### src/rtl/pong_game_engine.sv
// pong_game_engine: single-clock pong core with tick enables, serve/play/game-over
// FSM, scoring and paddle control. Positions are active-area pixel coordinates.
// Optional build macro: PONG_RALLY_SPEEDUP_EN (paddle returns within a rally raise
// the effective ball speed level).
module pong_game_engine #(
    parameter int unsigned H_ACTIVE     = 640,
    parameter int unsigned V_ACTIVE     = 480,
    parameter int unsigned PADDLE_W     = 10,
    parameter int unsigned PADDLE_H     = 50,
    parameter int unsigned BALL_SIZE    = 3,
    parameter int unsigned SPEED_LEVELS = 4,
    parameter int unsigned BASE_DIV     = 415000,
    parameter int unsigned DIV_STEP     = 55000,
    parameter int unsigned PADDLE_DIV   = 415000,
    parameter int unsigned WIN_SCORE    = 9,
    parameter int unsigned SERVE_DELAY  = 60
) (
    input  logic                            clk,
    input  logic                            reset,
    input  logic                            start_game,
    input  logic [3:0]                      direction_switch,
    input  logic [$clog2(SPEED_LEVELS)-1:0] ball_speed,
    output logic [9:0]                      ball_x,
    output logic [9:0]                      ball_y,
    output logic [9:0]                      paddle1_y,
    output logic [9:0]                      paddle2_y,
    output logic [3:0]                      score1,
    output logic [3:0]                      score2,
    output logic                            game_over,
    output logic                            winner,
    output logic                            ball_tick,
    output logic [1:0]                      state
);

    localparam int unsigned LW  = $clog2(SPEED_LEVELS);
    localparam int unsigned BCW = (BASE_DIV > 1) ? $clog2(BASE_DIV) : 1;
    localparam int unsigned PCW = (PADDLE_DIV > 1) ? $clog2(PADDLE_DIV) : 1;
    localparam int unsigned SCW = (SERVE_DELAY > 1) ? $clog2(SERVE_DELAY) : 1;

    localparam logic [9:0]    X_CTR    = 10'(H_ACTIVE / 2);
    localparam logic [9:0]    Y_CTR    = 10'(V_ACTIVE / 2);
    localparam logic [9:0]    P_INIT   = 10'((V_ACTIVE - PADDLE_H) / 2);
    localparam logic [9:0]    P_MAX    = 10'(V_ACTIVE - PADDLE_H);
    localparam logic [9:0]    Y_MAX    = 10'(V_ACTIVE - BALL_SIZE);
    localparam logic [9:0]    X_HIT_L  = 10'(PADDLE_W);
    localparam logic [9:0]    X_HIT_R  = 10'(H_ACTIVE - PADDLE_W - BALL_SIZE);
    localparam logic [9:0]    X_MISS_R = 10'(H_ACTIVE - BALL_SIZE);
    localparam logic [LW-1:0] LVL_MAX  = LW'(SPEED_LEVELS - 1);
    localparam logic [3:0]    WIN      = 4'(WIN_SCORE);

    typedef enum logic [1:0] {
        S_IDLE     = 2'd0,
        S_SERVE    = 2'd1,
        S_PLAY     = 2'd2,
        S_GAMEOVER = 2'd3
    } state_e;

    state_e         state_q, state_d;
    logic [9:0]     ball_x_q, ball_x_d, ball_y_q, ball_y_d;
    logic [9:0]     paddle1_q, paddle1_d, paddle2_q, paddle2_d;
    logic [3:0]     score1_q, score1_d, score2_q, score2_d;
    logic           game_over_q, game_over_d;
    logic           winner_q, winner_d;
    logic           dx_neg_q, dx_neg_d, dy_neg_q, dy_neg_d;
    logic [SCW-1:0] serve_cnt_q, serve_cnt_d;
    logic           start_prev_q;
    logic [BCW-1:0] ball_cnt_q, ball_cnt_d;
    logic           ball_tick_q, ball_tick_d;
    logic [LW-1:0]  level_q, level_d;
    logic [PCW-1:0] pad_cnt_q, pad_cnt_d;
    logic           pad_tick_q, pad_tick_d;

    logic           start_rise_c;
    logic           play_tick_c;
    logic           hit_l_c, hit_r_c, miss_l_c, miss_r_c, flip_y_c;
    logic [LW-1:0]  spd_sat_c, eff_level_c;

    // Ball step period in clk cycles for a given speed level
    function automatic logic [31:0] div_of(input logic [LW-1:0] lvl);
        return 32'(BASE_DIV) - 32'(lvl) * 32'(DIV_STEP);
    endfunction

    assign start_rise_c = start_game & ~start_prev_q;
    assign play_tick_c  = (state_q == S_PLAY) && ball_tick_q;

    // Collision terms use the ball and paddle values registered before this cycle
    assign hit_l_c  = dx_neg_q && (ball_x_q == X_HIT_L)
                   && (({1'b0, ball_y_q} + 11'(BALL_SIZE)) > {1'b0, paddle1_q})
                   && ({1'b0, ball_y_q} < ({1'b0, paddle1_q} + 11'(PADDLE_H)));
    assign hit_r_c  = !dx_neg_q && (ball_x_q == X_HIT_R)
                   && (({1'b0, ball_y_q} + 11'(BALL_SIZE)) > {1'b0, paddle2_q})
                   && ({1'b0, ball_y_q} < ({1'b0, paddle2_q} + 11'(PADDLE_H)));
    assign miss_l_c = dx_neg_q && (ball_x_q == 10'd0);
    assign miss_r_c = !dx_neg_q && (ball_x_q == X_MISS_R);
    assign flip_y_c = (dy_neg_q && (ball_y_q == 10'd0)) || (!dy_neg_q && (ball_y_q == Y_MAX));

    // Out-of-range speed requests map to the fastest level
    assign spd_sat_c = (32'(ball_speed) > SPEED_LEVELS - 1) ? LVL_MAX : ball_speed;

`ifdef PONG_RALLY_SPEEDUP_EN
    logic [1:0]    hit_cnt_q, hit_cnt_d;
    logic [LW-1:0] bonus_q, bonus_d;
    logic [LW:0]   lvl_sum_c;

    // Every fourth return in a rally adds one bonus level; a point clears the rally
    always_comb begin
        hit_cnt_d = hit_cnt_q;
        bonus_d   = bonus_q;
        if (play_tick_c) begin
            if (miss_l_c || miss_r_c) begin
                hit_cnt_d = 2'd0;
                bonus_d   = '0;
            end else if (hit_l_c || hit_r_c) begin
                hit_cnt_d = hit_cnt_q + 2'd1;
                if ((hit_cnt_q == 2'd3) && (bonus_q < LVL_MAX)) begin
                    bonus_d = bonus_q + LW'(1);
                end
            end
        end
    end

    // Rally bonus registers
    always_ff @(posedge clk or negedge reset) begin
        if (!reset) begin
            hit_cnt_q <= 2'd0;
            bonus_q   <= '0;
        end else begin
            hit_cnt_q <= hit_cnt_d;
            bonus_q   <= bonus_d;
        end
    end

    assign lvl_sum_c   = {1'b0, spd_sat_c} + {1'b0, bonus_q};
    assign eff_level_c = (lvl_sum_c > {1'b0, LVL_MAX}) ? LVL_MAX : lvl_sum_c[LW-1:0];
`else
    assign eff_level_c = spd_sat_c;
`endif

    // Ball tick divider; the level is resampled only when the counter wraps
    always_comb begin
        level_d    = level_q;
        ball_cnt_d = ball_cnt_q + BCW'(1);
        if (ball_tick_q) begin
            ball_cnt_d = '0;
            level_d    = eff_level_c;
        end
        ball_tick_d = (32'(ball_cnt_d) == (div_of(level_d) - 32'd1));
    end

    // Paddle tick divider, free running
    always_comb begin
        pad_cnt_d  = pad_tick_q ? '0 : pad_cnt_q + PCW'(1);
        pad_tick_d = (32'(pad_cnt_d) == (PADDLE_DIV - 1));
    end

    // Paddle motion: one pixel per paddle tick, clamped, frozen in game over
    always_comb begin
        paddle1_d = paddle1_q;
        paddle2_d = paddle2_q;
        if (pad_tick_q && (state_q != S_GAMEOVER)) begin
            if (direction_switch[0] && !direction_switch[1] && (paddle1_q > 10'd0)) begin
                paddle1_d = paddle1_q - 10'd1;
            end else if (direction_switch[1] && !direction_switch[0] && (paddle1_q < P_MAX)) begin
                paddle1_d = paddle1_q + 10'd1;
            end
            if (direction_switch[2] && !direction_switch[3] && (paddle2_q > 10'd0)) begin
                paddle2_d = paddle2_q - 10'd1;
            end else if (direction_switch[3] && !direction_switch[2] && (paddle2_q < P_MAX)) begin
                paddle2_d = paddle2_q + 10'd1;
            end
        end
    end

    // Game FSM next state, ball motion and scoring
    always_comb begin
        state_d     = state_q;
        ball_x_d    = ball_x_q;
        ball_y_d    = ball_y_q;
        score1_d    = score1_q;
        score2_d    = score2_q;
        winner_d    = winner_q;
        dx_neg_d    = dx_neg_q;
        dy_neg_d    = dy_neg_q;
        serve_cnt_d = serve_cnt_q;

        case (state_q)
            S_IDLE: begin
                if (start_rise_c) begin
                    state_d     = S_SERVE;
                    dx_neg_d    = 1'b0;
                    dy_neg_d    = 1'b0;
                    serve_cnt_d = '0;
                end
            end
            S_SERVE: begin
                if (ball_tick_q) begin
                    if (serve_cnt_q == SCW'(SERVE_DELAY - 1)) begin
                        state_d     = S_PLAY;
                        serve_cnt_d = '0;
                    end else begin
                        serve_cnt_d = serve_cnt_q + SCW'(1);
                    end
                end
            end
            S_PLAY: begin
                if (ball_tick_q) begin
                    if (miss_l_c) begin
                        score2_d = score2_q + 4'd1;
                        if (score2_d == WIN) begin
                            state_d  = S_GAMEOVER;
                            winner_d = 1'b1;
                        end else begin
                            state_d  = S_SERVE;
                            dx_neg_d = 1'b1;
                            dy_neg_d = 1'b0;
                        end
                    end else if (miss_r_c) begin
                        score1_d = score1_q + 4'd1;
                        if (score1_d == WIN) begin
                            state_d  = S_GAMEOVER;
                            winner_d = 1'b0;
                        end else begin
                            state_d  = S_SERVE;
                            dx_neg_d = 1'b0;
                            dy_neg_d = 1'b0;
                        end
                    end else begin
                        if (hit_l_c) begin
                            dx_neg_d = 1'b0;
                        end else if (hit_r_c) begin
                            dx_neg_d = 1'b1;
                        end
                        if (flip_y_c) begin
                            dy_neg_d = ~dy_neg_q;
                        end
                        ball_x_d = dx_neg_d ? ball_x_q - 10'd1 : ball_x_q + 10'd1;
                        ball_y_d = dy_neg_d ? ball_y_q - 10'd1 : ball_y_q + 10'd1;
                    end
                end
            end
            S_GAMEOVER: begin
                if (start_rise_c) begin
                    state_d     = S_SERVE;
                    score1_d    = 4'd0;
                    score2_d    = 4'd0;
                    dx_neg_d    = 1'b0;
                    dy_neg_d    = 1'b0;
                    serve_cnt_d = '0;
                end
            end
            default: state_d = S_IDLE;
        endcase

        // Outside PLAY the ball is parked at the centre
        if (state_d != S_PLAY) begin
            ball_x_d = X_CTR;
            ball_y_d = Y_CTR;
        end
        game_over_d = (state_d == S_GAMEOVER);
    end

    // State and datapath registers
    always_ff @(posedge clk or negedge reset) begin
        if (!reset) begin
            state_q      <= S_IDLE;
            ball_x_q     <= X_CTR;
            ball_y_q     <= Y_CTR;
            paddle1_q    <= P_INIT;
            paddle2_q    <= P_INIT;
            score1_q     <= 4'd0;
            score2_q     <= 4'd0;
            game_over_q  <= 1'b0;
            winner_q     <= 1'b0;
            dx_neg_q     <= 1'b0;
            dy_neg_q     <= 1'b0;
            serve_cnt_q  <= '0;
            start_prev_q <= 1'b0;
            ball_cnt_q   <= '0;
            ball_tick_q  <= 1'b0;
            level_q      <= '0;
            pad_cnt_q    <= '0;
            pad_tick_q   <= 1'b0;
        end else begin
            state_q      <= state_d;
            ball_x_q     <= ball_x_d;
            ball_y_q     <= ball_y_d;
            paddle1_q    <= paddle1_d;
            paddle2_q    <= paddle2_d;
            score1_q     <= score1_d;
            score2_q     <= score2_d;
            game_over_q  <= game_over_d;
            winner_q     <= winner_d;
            dx_neg_q     <= dx_neg_d;
            dy_neg_q     <= dy_neg_d;
            serve_cnt_q  <= serve_cnt_d;
            start_prev_q <= start_game;
            ball_cnt_q   <= ball_cnt_d;
            ball_tick_q  <= ball_tick_d;
            level_q      <= level_d;
            pad_cnt_q    <= pad_cnt_d;
            pad_tick_q   <= pad_tick_d;
        end
    end

    assign ball_x    = ball_x_q;
    assign ball_y    = ball_y_q;
    assign paddle1_y = paddle1_q;
    assign paddle2_y = paddle2_q;
    assign score1    = score1_q;
    assign score2    = score2_q;
    assign game_over = game_over_q;
    assign winner    = winner_q;
    assign ball_tick = ball_tick_q;
    assign state     = state_q;

endmodule

### config.mk
export PLATFORM = sky130hd
export DESIGN_NAME = pong_game_engine
export DESIGN_NICKNAME = d
export VERILOG_FILES = /design/src/rtl/pong_game_engine.sv
export SDC_FILE = /design/constraint.sdc
export NUM_CORES = 1
export LEC_CHECK = 0
export ABC_AREA = 1
export ABC_CLOCK_PERIOD_IN_PS = 4090
export BUFFER_PORTS_ARGS = -buffer_cell sky130_fd_sc_hd__buf_2
export CORE_UTILIZATION = 45
export DETAILED_ROUTE_END_ITERATION = 10
export GPL_TIMING_DRIVEN = 0
export PLACE_DENSITY = 0.66
export SLEW_MARGIN = 20
export SYNTH_ARGS = -nofsm -noshare
export SYNTH_HDL_FRONTEND = slang
export SYNTH_SLANG_ARGS = --single-unit
### constraint.sdc
create_clock -name clk -period 4.09 [get_ports clk]
set_input_delay 0.2045 -clock clk [delete_from_list [all_inputs] [get_ports clk]]
set_output_delay 0.2045 -clock clk [all_outputs]
set_load 0.01 [all_outputs]
## After elaboration in Yosys (flattened, before gate mapping)

Index checks and enable logic that the tools add are counted.

| storage, ports and cells | value |
|---|---|
| output and inout port bits | 53 |
| logic and storage cells | 189 |
| register bits | 103 |

| operators by class | value |
|---|---|
| add/subtract/negate cells | 18 |
| multiplexer cells | 67 |
| reduce and logical (&&, ||, !) cells | 47 |
| equality and inequality tests | 27 |
| magnitude comparators | 8 |
| $mul | 1 |
| bitwise operators | 3 |

Operators by type and width:

| cell | count |
|---|---|
| 10-bit two-way mux | 16 |
| 10-bit by 1-bit adder with 10-bit output, second input constant | 4 |
| 10-bit by 1-bit subtractor with 10-bit output, second input constant | 4 |
| 19-bit by 1-bit adder with 19-bit output, second input constant | 2 |
| 19-bit two-way mux | 2 |
| 19-bit by 32-bit equality test with 1-bit output | 1 |
| 1-bit two-way mux | 25 |
| 4-bit two-way mux | 6 |
| 10-bit by 6-bit adder with 11-bit output, second input constant | 2 |
| 11-bit by 10-bit greater-than comparator with 1-bit output | 2 |
| 10-bit by 11-bit less-than comparator with 1-bit output | 2 |
| 20-bit by 2-bit subtractor with 21-bit output, second input constant | 1 |
| 10-bit equality test, second input constant | 2 |
| 10-bit by 1-bit greater-than comparator with 1-bit output, second input constant | 2 |
| 10-bit logical NOT | 2 |
| 10-bit by 9-bit less-than comparator with 1-bit output, second input constant | 2 |
| 19-bit by 18-bit subtractor with 20-bit output, first input constant | 1 |
| 19-bit equality test, second input constant | 1 |
| 1-bit logical AND | 19 |
| 2-bit two-way mux | 9 |
| 6-bit two-way mux | 3 |
| 2-bit nonzero test | 9 |
| 2-bit inequality test, second input constant | 8 |
| 4-bit case mux with 2 select lines | 2 |
| other kinds (26) | 44 |

## Longest topological paths before layout

Gate-level depths: netlist of run 1.

| logic depth | value |
|---|---|
| depth in word-level cells | 16 |
| gate-level depth with buffers | 32 |
| depth with buffers taken out | 32 |

## Worst setup path before layout of run 1

No wires, ideal clock.

| timing path | value |
|---|---|
| kind | reg2reg |
| from | reg ball_y_q[0] (netlist: ball_y[0]) |
| to | reg ball_x_q[7] (netlist: ball_x[7]) |
| path buffers | 0 |
| arrival | 3.761 ns |
| path slack | 0.246 ns |
| cell stages (with the launch flop) | 32 |
| setup time | 0.083 ns |
| cell sequence | dfrtp_1 inv_1 ha_1 inv_1 nand2_1 nor2_1 xor2_1 ha_1 nand2_1 inv_1 nand3_1 nor2_1 nand2_1 nand3_1 nand2_1 nand2_1 nand2_1 nand2_1 nand2_1 nand2_1 nand2_1 inv_1 ha_1 a21o_1 nand3_1 nand2_1 a21oi_1 inv_1 a21oi_1 o21ai_0 xnor2_1 o21ai_0 |

| on the way | value |
|---|---|
| longest elaborated chain between the ends | 16 |
| elaborated cells between the ends (all ways) | 21 |

RTL lines:

| what | RTL line | source |
|---|---|---|
| start, declared | 59 | `logic [9:0] ball_x_q, ball_x_d, ball_y_q, ball_y_d;` |
| start signal, assigned | 286 | `ball_y_q <= ball_y_d;` |
| 10-bit by 2-bit adder with 11-bit output | 88, 91 |  |
| 11-bit by 10-bit greater-than comparator with 1-bit output | 91 | `&& (({1'b0, ball_y_q} + 11'(BALL_SIZE)) > {1'b0, paddle2_q})` |
| 1-bit logical AND | 91 |  |
| 1-bit logical AND | 92 | `&& ({1'b0, ball_y_q} < ({1'b0, paddle2_q} + 11'(PADDLE_H)));` |
| 1-bit two-way mux | 230 | `end else if (hit_r_c) begin` |
| 1-bit two-way mux * | 228 | `if (hit_l_c) begin` |
| 1-bit two-way mux * | 217 | `end else if (miss_r_c) begin` |
| 1-bit two-way mux * | 207 | `if (miss_l_c) begin` |
| 1-bit two-way mux * | 206 | `if (ball_tick_q) begin` |
| 1-bit two-way mux * | 186 | `case (state_q)` |
| 10-bit two-way mux * | 236 | `ball_x_d = dx_neg_d ? ball_x_q - 10'd1 : ball_x_q + 10'd1;` |
| 10-bit two-way mux * | 217 |  |
| 10-bit two-way mux * | 207 |  |
| 10-bit two-way mux * | 206 |  |
| 10-bit two-way mux * | 186 |  |
| 10-bit two-way mux * | 255 | `if (state_d != S_PLAY) begin` |
| end signal, assigned | 285 | `ball_x_q <= ball_x_d;` |
| end, declared | 59 |  |

Mark *: on every way between the ends. The rest lies on a longest branch, timed or not. The select of a mux whose other input is x is not followed.
A chain may end at the register's enable or synchronous reset.

## Worst setup path in the final report of run 1

| timing path | value |
|---|---|
| from | reg ball_y_q[3] (netlist: ball_y[3]) |
| to | reg ball_x_q[8] (netlist: ball_x[8]) |

Same word-level chain as after synthesis.

==> results.yml, run 1 <==
yosys:
  syn_inst: 1146
  syn_avg_cell_area_um2: 7.288
  synth.distinct_cells: 46
  synth-simple-area-share_pct: 27.09
  synth_edf_count: 0
  yosysWarningCount: 0
  synth_fa_ha_area_share_pct: 14.89
  synth-compound-area-share_pct: 11.57
  seq_area_frac_synth_pct: 31.13
  ys_ff_latch: 103
  muxShareOfSynthArea_pct: 0
  ys.flop_type: "dfrtp_1"
  netlist_area_um2: 8352
  synth_nets: 1252
  synthXorXnorAreaFrac_pct: 5.873
  synth_top_family_by_area: "simple AND/OR/NAND/NOR gates"
  async_reset_ff_share_pct: 100.0
clock_tree:
  path_clk_slew_ns: 0.07
  cts_tree: "built"
  cts_buffers: 9
  cts-root-buf: "clkbuf_16"
  cts_buffer_depth: 2
  cts_sinks: 103
  clkLatencyLatePin_ns: 0.35
  h-tree-depth: 3
flow_run:
  max-cap-violations: 0
grt:
  antenna_found_initial: 0
  grt_pass1_vias: 7067
  grt_pass1_wl_mm: 33.89
  globalRoute.totalOverflow: 0
  track_usage_pct: 21.85
  grt_start_max_net_pins: 59
die:
  initial_utilization_pct: 46.18
  core.rowCount: 49
  die_h_um: 138.2
  coreArea_um2: 18090
  dieArea_um2: 19110
  io_pins: 62
  fp.dieW_um: 138.2
routing:
  wl_per_cell_um: 13.84
  drt-initial-drc-count: 477
  detail-route-antenna-nets: 0
  viasPerCell: 5.195
  drc: 6
  dr.pass1.iters: 8
  wl_mm: 20.34
  vias: 7632
outcome:
  status: "finished with violations"
  violations: "design-rule violations"
place:
  port_buffers: 61
  gp_congestion: 0.8804
  post-place-ws_ns: -0.6444
  hpwl_mm: 15.43
finish:
  area_delta_synth_final_pct: 14.58
  fin_util_pct: 52.91
  fillers: 1767
  fin_nets: 1341
  diodes: 0
  drive_gt1_share_pct: 13.55
sta:
  drv_slew: 0
  setup_violations: 0
  skew_ns: 0.01401
  period_minus_slack_ns: 3.977
  setup_ws_ns: 0.1132
  maxSlewHeadroom_pct: 61.18
  rsz0062_at_grt: "true"
  worst_pin_slew_ns: 0.5823
  fin_hold_ws_ns: 0.2446
  fmax_mhz: 251.5
  fin_crit_sh_pct: 97.23
  hold_viol_final: 0
setup_path:
  path_class: "reg -> reg"
  critPathMaxFanout: 7
  arrival_ns: 4.25
  startpoint_type: "register"
  required_ns: 4.36
  crit_path_end_kind: "register"
power:
  p_per_area_nw_per_um2: 289.4
  total_power_mw: 2.769
  leakage_nw: 4.907
  worst_ir_drop_vdd_v: 0.0002029
worst_hold_path:
  hold_class: "in -> reg"
-- kinds of logic after synthesis --
logic type / count (synthesis)
AO/OA/AOI/OAI: 178
XOR/XNOR: 56
adder cells (fa/ha/maj): 97
buffers and inverters: 205
flip-flops: 103
AND/OR/NAND/NOR: 507
-- sequential cells by signal, summed over array words and instances (netlist names) --
signal,flops
ball_cnt_q,19
ball_tick,1
ball_x,10
ball_y,10
dx_neg_q,1
dy_neg_q,1
game_over,1
level_q,2
pad_cnt_q,19
pad_tick_q,1
paddle1_y,10
paddle2_y,10
score1,4
score2,4
serve_cnt_q,6
start_prev_q,1
state,2
winner,1
-- cell usage after synthesis, types with 18 or more instances --
master   instances  area share (%)
nor2_1          94             4.2
dfrtp_1         85              25
a21oi_1         70             4.2
xor2_1          45             4.7
ha_1            93              14
dfstp_2         18             5.7
nor3_1          24             1.4
nand4_1         43             3.2
nand3_1         76             4.6
inv_1          187             8.4
o21ai_0         69             4.1
nand2_1        232              10
-- per-stage QoR --
step / instance area [um^2] / setup TNS [ns] / instances
global placement: 8944 / -2.894 / 1436
global route: 9569 / -0.3653 / 1469
finish: 9569 / 0 / 1469
floorplan: 8352 / 0 / 1146
detailed placement: 8977 / -2.849 / 1437
CTS: 9414 / 0 / 1464
-- worst max-delay path, cell delays in order (launching register included) --
cell and delay (ns):
dfrtp_2 0.46, nand2_1 0.15, nor2_1 0.23, nand2_2 0.14, nor2_4 0.18, xor2_4 0.11
ha_1 0.34, a21oi_1 0.08, o211ai_1 0.16, inv_1 0.06, nand2_1 0.07, nor2_1 0.04
nor2_1 0.19, nand3_2 0.15, nand2_4 0.13, clkinv_4 0.09, fa_1 0.40, nand3_1 0.09
nand2_1 0.08, a21oi_1 0.17, o21ai_1 0.11, nand2_1 0.07, nand2_1 0.04, a21oi_1 0.14
xor2_1 0.16, a21oi_1 0.08
-- routing by layer --
layer  GRT usage (%)  routed length [um]
met5               0                   0
met4           6.801                 280
met3           2.806                 846
met2           35.31                9220
met1           30.47                9988
-- cell usage in the layout (no fill, tap or decap), types with 11 or more instances in the layout --
cell type | netlist | final
inv_1 | 187 | 184
nor3_1 | 24 | 22
nand4_1 | 43 | 43
o21ai_1 | 9 | 13
dfrtp_1 | 85 | 80
nand3_1 | 76 | 75
a21oi_1 | 70 | 68
nand2_1 | 232 | 229
nor2_1 | 94 | 92
xnor2_1 | 11 | 11
ha_1 | 93 | 88
xor2_1 | 45 | 42
o21ai_0 | 69 | 65
buf_2 | 4 | 63
dfstp_2 | 18 | 18
buf_4 | 0 | 14
-- what timing repair did --
action | 4_1_cts | 5_1_grt
pin swaps | 0 | 5
hold endpoints to repair | 40 | 0
setup endpoints to repair | 7 | 5
cloned | 0 | 1
hold buffers | 2 | 0
gates resized for setup | 12 | 24
buffers inserted | 10 | 4
-- path summary, 6_finish.rpt --
check	from	slack [ns]	endpoint	cells past startpoint
max reg2reg	ball_y[3]	0.11	ball_x[8]	25
min in group asynchronous	reset	0.34	paddle1_y[3]	2
min reg2reg	paddle1_y[6]	0.53	paddle1_y[6]	2
min	ball_speed[1]	0.24	level_q[1]	3
max in group asynchronous	reset	3.04	paddle2_y[1]	3
max	ball_y[3]	0.11	ball_x[8]	25
-- power by group --
part           internal (mW)  switching (mW)
Combinational          0.227           0.446
Clock                  0.543           0.405
Sequential              1.08          0.0634
Total                   1.86           0.914
-- final cells by class --
| type | instances | area, um^2 | area share, % |
|---|---|---|---|
| Multi-Input combinational cell | 838 | 5094 | 53.23 |
| Sequential cell | 103 | 2606 | 27.24 |
| Inverter | 195 | 740.7 | 7.741 |
| Timing Repair Buffer | 78 | 464.2 | 4.851 |
| Tap cell | 229 | 286.5 | 2.994 |
| Clock buffer | 10 | 229.0 | 2.393 |
| Clock inverter | 6 | 91.34 | 0.9545 |
| Buffer | 9 | 52.55 | 0.5492 |
| Timing Repair inverter | 1 | 5.005 | 0.05230 |
No activity file was read; power rests on OpenSTA's default activity.
==> run 2: changes to the inputs <==
--- a/config.mk
+++ b/config.mk
@@ -11,7 +11,6 @@
 export CORE_UTILIZATION = 45
 export DETAILED_ROUTE_END_ITERATION = 10
 export GPL_TIMING_DRIVEN = 0
-export PLACE_DENSITY = 0.66
 export SLEW_MARGIN = 20
 export SYNTH_ARGS = -nofsm -noshare
 export SYNTH_HDL_FRONTEND = slang
==> run 2 against run 1 <==
Compared with the run above:
- the run still ends with design-rule violations left
- utilization up 0.30 points
- combinational power up 0.9%
- fmax up 5.0%
- die area unchanged
- sequential power about the same
- sequential share of layout area down 0.17 points
- global-route usage up 0.43 points
- sequential cell count unchanged
- power down 3.8%
- largest cell class unchanged
- largest power group unchanged
==> results.yml, run 2 (synthesis gave the netlist of run 1 again) <==
outcome:
  status: "finished with violations"
  violations: "design-rule violations"
routing:
  detail-route-antenna-nets: 0
  dr.pass1.iters: 8
  vias: 7536
  wl_mm: 20.25
  drt-initial-drc-count: 472
  viasPerCell: 5.109
  drc: 2
  wl_per_cell_um: 13.73
grt:
  grt_pass1_wl_mm: 34.57
  track_usage_pct: 22.28
  grt_pass1_vias: 7090
  antenna_found_initial: 0
  globalRoute.totalOverflow: 0
  grt_start_max_net_pins: 65
die:
  coreArea_um2: 18090
  dieArea_um2: 19110
  io_pins: 62
  initial_utilization_pct: 46.18
  fp.dieW_um: 138.2
  die_h_um: 138.2
  core.rowCount: 49
setup_path:
  startpoint_type: "register"
  required_ns: 4.37
  reg2reg_from: "ball_y[3]"
  r2r_cells: 25
  crit_buf_inv: 4
  max_stage_delay_ns: 0.49
  crit_family: "simple AND/OR/NAND/NOR gates"
  crit_path_end_kind: "register"
  cpMaxStageDelayCell: "dfrtp_2"
  r2r_end: "ball_x[8]"
  arrival_ns: 4.07
  cp_common_cell: "nand2_1"
  r2r_slack_ns: 0.30
  critPathMaxFanout: 8
  path_class: "reg -> reg"
sta:
  period_minus_slack_ns: 3.788
  rsz0062_at_grt: "false"
  skew_ns: 0.01248
  maxSlewHeadroom_pct: 64.67
  timing.setup.tns_ns: 0
  fmax_mhz: 264.0
  fin_crit_sh_pct: 92.62
  worst_pin_slew_ns: 0.5299
  drv_slew: 0
  hold_viol_final: 0
  setup_violations: 0
finish:
  final_cells: 1475
  drive_gt1_share_pct: 14.77
  largest_registers: "ball_cnt_q x19, pad_cnt_q x19"
  final_common_cell: "nand2_1"
  fin_nets: 1347
  area_delta_synth_final_pct: 15.24
  layout_common_cells: "225 x nand2_1, 183 x inv_1, 90 x nor2_1"
  fin_util_pct: 53.21
  stdcell_area_um2: 9624
  diodes: 0
place:
  hpwl_mm: 15.42
  port_buffers: 61
  gp_congestion: 0.8769
  dpl.cell_count: 1437
  placed_area_um2: 8977
clock_tree:
  clkLatencyLatePin_ns: 0.35
  h-tree-depth: 3
  cts_buffer_depth: 2
  cts_buffers: 9
  cts_sinks: 103
  path_clk_slew_ns: 0.07
  cts_tree: "built"
  cts-root-buf: "clkbuf_16"
power:
  leakage_nw: 4.927
  p_per_area_nw_per_um2: 276.8
  worst_ir_drop_vdd_v: 0.0001725
  total_power_mw: 2.664
worst_hold_path:
  hp-start: "ball_speed[1]"
  whs_path_depth: 3
  hold_class: "in -> reg"
  holdPathEnd: "level_q[1]"
flow_run:
  max-cap-violations: 0
[run 2: cell count changes in the layout (fill, tap and decap cells not counted), sizes merged]
cell / delta
buf: +6
bufinv: -2
clkbuf: +2
[run 2: per-layer routing]
layer  wire, um  global-route usage [%]  up-vias
met5          0                       0        -
met4        186                   4.376        0
met1      10130                   30.88     3423
met3        623                   3.706       14
li1           -                       -     3978
met2       9316                   36.73      121
[run 2: cell type report]
| type | instances | area, um^2 |
|---|---|---|
| tap | 229 | 286.5 |
| clock buffer | 12 | 256.5 |
| fill | 1775 | 8462 |
| clock inverter | 4 | 27.53 |
| timing repair inverter | 1 | 6.256 |
| sequential | 103 | 2605 |
| multi-input combinational | 838 | 5137 |
| buffer | 9 | 52.55 |
| inverter | 195 | 743.2 |
| timing repair buffer | 84 | 509.2 |
[run 2: where the power goes]
group / switching [mW] / internal (mW) / total, mW
Clock: 0.388 / 0.448 / 0.836
Sequential: 0.0636 / 1.08 / 1.15
Combinational: 0.452 / 0.227 / 0.679
Total: 0.904 / 1.76 / 2.66
[run 2: metrics by stage]
step | hold slack [ns] | setup slack [ns]
floorplan | -0.09109 | 0.2460
global placement | 0.3309 | -0.5762
detailed placement | 0.1457 | -0.5853
CTS | 0.2518 | 0.002845
global route | 0.3240 | 0.009713
finish | 0.2669 | 0.3017
[run 2: worst max-delay path by stage]
stage	cells after the start	slack (ns)	endpoint	start
4_1_cts	25	0.003	ball_x[7]	ball_y[2]
3_3_place_gp	31	-0.58	ball_x[7]	ball_y[0]
5_1_grt	25	0.01	ball_x[7]	ball_y[3]
6_report	25	0.30	ball_x[8]	ball_y[3]
2_1_floorplan	31	0.25	ball_x[7]	ball_y[0]
3_5_place_dp	31	-0.59	ball_x[7]	ball_y[0]
[run 2: worst min-delay path: cells and delay by family]
kind,cells,cell delay [ns]
AND/OR/NAND/NOR,2,0.26
buffers and inverters,1,0.08
[run 2: repair_timing]
| action | in CTS | in global routing |
|---|---|---|
| hold buffers | 2 | 0 |
| endpoints found under the hold margin | 35 | 0 |
| buffers inserted | 4 | 18 |
| setup endpoints to repair | 7 | 7 |
| resized for setup | 9 | 44 |
| pin swaps | 0 | 14 |
| cloned | 0 | 1 |
==> run 3: changes to the inputs <==
--- a/config.mk
+++ b/config.mk
@@ -11,6 +11,8 @@
 export CORE_UTILIZATION = 45
 export DETAILED_ROUTE_END_ITERATION = 10
 export GPL_TIMING_DRIVEN = 0
+export PLACE_DENSITY = 0.68
+export SKIP_CTS_REPAIR_TIMING = 1
 export SLEW_MARGIN = 20
 export SYNTH_ARGS = -nofsm -noshare
 export SYNTH_HDL_FRONTEND = slang
==> run 3 against run 2 <==
Compared with the run above:
- the flow finishes with violations (design-rule violations, negative setup slack)
- die area is the same
- wire length is 0.49% higher
- first-iteration DRC count fell by 3.2%
- register-to-register slack lost 0.32 ns
- non-clock buffer count is 13 higher
- fmax is 7.8% lower
- largest power group unchanged
- worst hold slack worse by 0.024 ns
- sequential share of layout area fell by 0.45 points
==> results.yml, run 3 (synthesis gave the netlist of run 1 again) <==
outcome:
  status: "finished with violations"
  violations: "design-rule violations, negative setup slack"
clock_tree:
  cts_buffer_depth: 2
  cts_sinks: 103
  cts_tree: "built"
  h-tree-depth: 3
  cts_buffers: 9
  path_clk_slew_ns: 0.08
  clkLatencyLatePin_ns: 0.36
  cts-root-buf: "clkbuf_16"
power:
  p_seq_share_pct: 42.7
  pwr-share-clk_pct: 32.0
  power_frac_comb_pct: 25.3
  switchingPower_mw: 0.9467
  swShare_pct: 35.16
  internal_power_mw: 1.746
  worst_ir_drop_vdd_v: 0.0002082
  leakage_nw: 4.987
  p_per_area_nw_per_um2: 275.1
finish:
  multi_input_area_um2: 5187
  layout_common_cells: "227 x nand2_1, 183 x inv_1, 89 x nor2_1"
  largest_registers: "ball_cnt_q x19, pad_cnt_q x19"
  fillers: 1694
  fin_nets: 1359
  area_delta_synth_final_pct: 17.18
  fin_util_pct: 54.11
  diodes: 0
  final_common_cell: "nand2_1"
  stdcell_area_um2: 9787
  regArea_um2: 2605
  drive_gt1_share_pct: 16.06
setup_path:
  required_ns: 4.37
  critPathLaunch: "ball_y[0]"
  crit_family: "simple AND/OR/NAND/NOR gates"
  cp_common_cell: "nand2_1"
  arrival_ns: 4.39
  cpMaxStageDelayCell: "dfrtp_2"
  reg2reg_from: "ball_y[0]"
  crit_path_end_kind: "register"
  crit_buf_inv: 5
  critPathMaxFanout: 6
  r2r_cells: 27
  max_stage_delay_ns: 0.42
  r2r_slack_ns: -0.02
  path_class: "reg -> reg"
  r2r_end: "ball_x[8]"
  startpoint_type: "register"
flow_run:
  max-cap-violations: 0
grt:
  grt_pass1_wl_mm: 33.43
  antenna_found_initial: 0
  track_usage_pct: 21.50
  grt_start_max_net_pins: 54
  grt_pass1_vias: 7093
  globalRoute.totalOverflow: 0
sta:
  setup_ws_ns: -0.01944
  fin_hold_ws_ns: 0.2425
  hold_viol_final: 0
  period_minus_slack_ns: 4.109
  fin_crit_sh_pct: 100.5
  setup_violations: 1
  worst_pin_slew_ns: 0.5224
  maxSlewHeadroom_pct: 65.17
  fmax_mhz: 243.3
  skew_ns: 0.01078
  drv_slew: 0
  rsz0062_at_grt: "true"
  timing.setup.tns_ns: -0.01944
worst_hold_path:
  holdPathEnd: "level_q[1]"
  hold_class: "in -> reg"
  whs_path_depth: 3
  hp-start: "ball_speed[1]"
die:
  fp.dieW_um: 138.2
  die_h_um: 138.2
  core.rowCount: 49
  dieArea_um2: 19110
  coreArea_um2: 18090
  io_pins: 62
  initial_utilization_pct: 46.18
routing:
  vias: 7729
  drc: 10
  drt-initial-drc-count: 457
  wl_mm: 20.35
  wl_per_cell_um: 13.69
  dr.pass1.iters: 8
  detail-route-antenna-nets: 0
  viasPerCell: 5.198
place:
  port_buffers: 61
  placed_area_um2: 8977
  gp_congestion: 0.8620
  hpwl_mm: 15.25
  post-place-ws_ns: -0.5606
## run 3: cell count changes in the layout (fill, tap and decap cells not counted), sizes merged
| cell | previous run | this run |
|---|---|---|
| buf | 88 | 101 |
| clkbuf | 15 | 12 |
| inv | 195 | 197 |
| clkinv | 4 | 3 |
| clkinvlp | 1 | 2 |
## run 3: layout make-up
type / instances / share of cell area [%]
Multi-Input combinational cell: 838 / 53.00
Sequential cell: 103 / 26.62
Inverter: 195 / 7.556
Timing Repair Buffer: 97 / 6.354
Tap cell: 229 / 2.928
Clock buffer: 9 / 2.301
Clock inverter: 7 / 0.7031
Buffer: 9 / 0.5369
## run 3: worst reg2reg max path, stage by stage (launching register included)
cell and delay, ns:
dfrtp_2 0.42, buf_6 0.14, o21ai_4 0.07, nor2_2 0.13, nand4_1 0.19, nor3_2 0.22
xor2_1 0.29, ha_1 0.25, inv_1 0.05, o211ai_1 0.15, inv_1 0.06, nand2_1 0.05
nor2_1 0.05, nor2_2 0.17, nand3_2 0.13, nand2_4 0.11, clkinvlp_4 0.17, buf_6 0.16
fa_2 0.37, nand3_2 0.08, nand2_2 0.06, a21oi_2 0.16, o21ai_2 0.09, nand2_1 0.06
nand2_1 0.06, a21oi_2 0.14, xor2_1 0.14, a21oi_1 0.08
## run 3: how the worst max path moves through the flow
stage,end,slack (ns),cells past startpoint
final,ball_x[8],-0.02,27
after global routing,ball_x[8],-0.27,27
after CTS,ball_x[7],-0.60,31
after detailed placement,ball_x[7],-0.56,31
after global placement,ball_x[7],-0.59,31
after floorplan,ball_x[7],0.25,31
## run 3: metrics by stage
stage / std cells / power (mW)
2_1_floorplan: 1146 / 1.628
3_3_place_gp: 1436 / 1.832
3_5_place_dp: 1437 / 1.848
4_1_cts: 1453 / 2.731
5_1_grt: 1487 / 2.873
6_report: 1487 / 2.692
## run 3: per-layer routing
metal  wire length [um]  GRT usage, %  up-vias
met5                  0             0        -
met4                335         7.392        0
met3                770         2.598       22
met2               9300         34.80      162
met1               9944         29.77     3550
li1                   -             -     3995
## run 3: power groups by stage
stage               sequential [mW]  combinational, mW  clock [mW]
floorplan                      1.18              0.448           0
global placement               1.17              0.664           0
detailed placement             1.17              0.679           0
CTS                            1.15              0.682       0.898
global route                   1.16              0.777       0.935
finish                         1.15              0.682       0.861
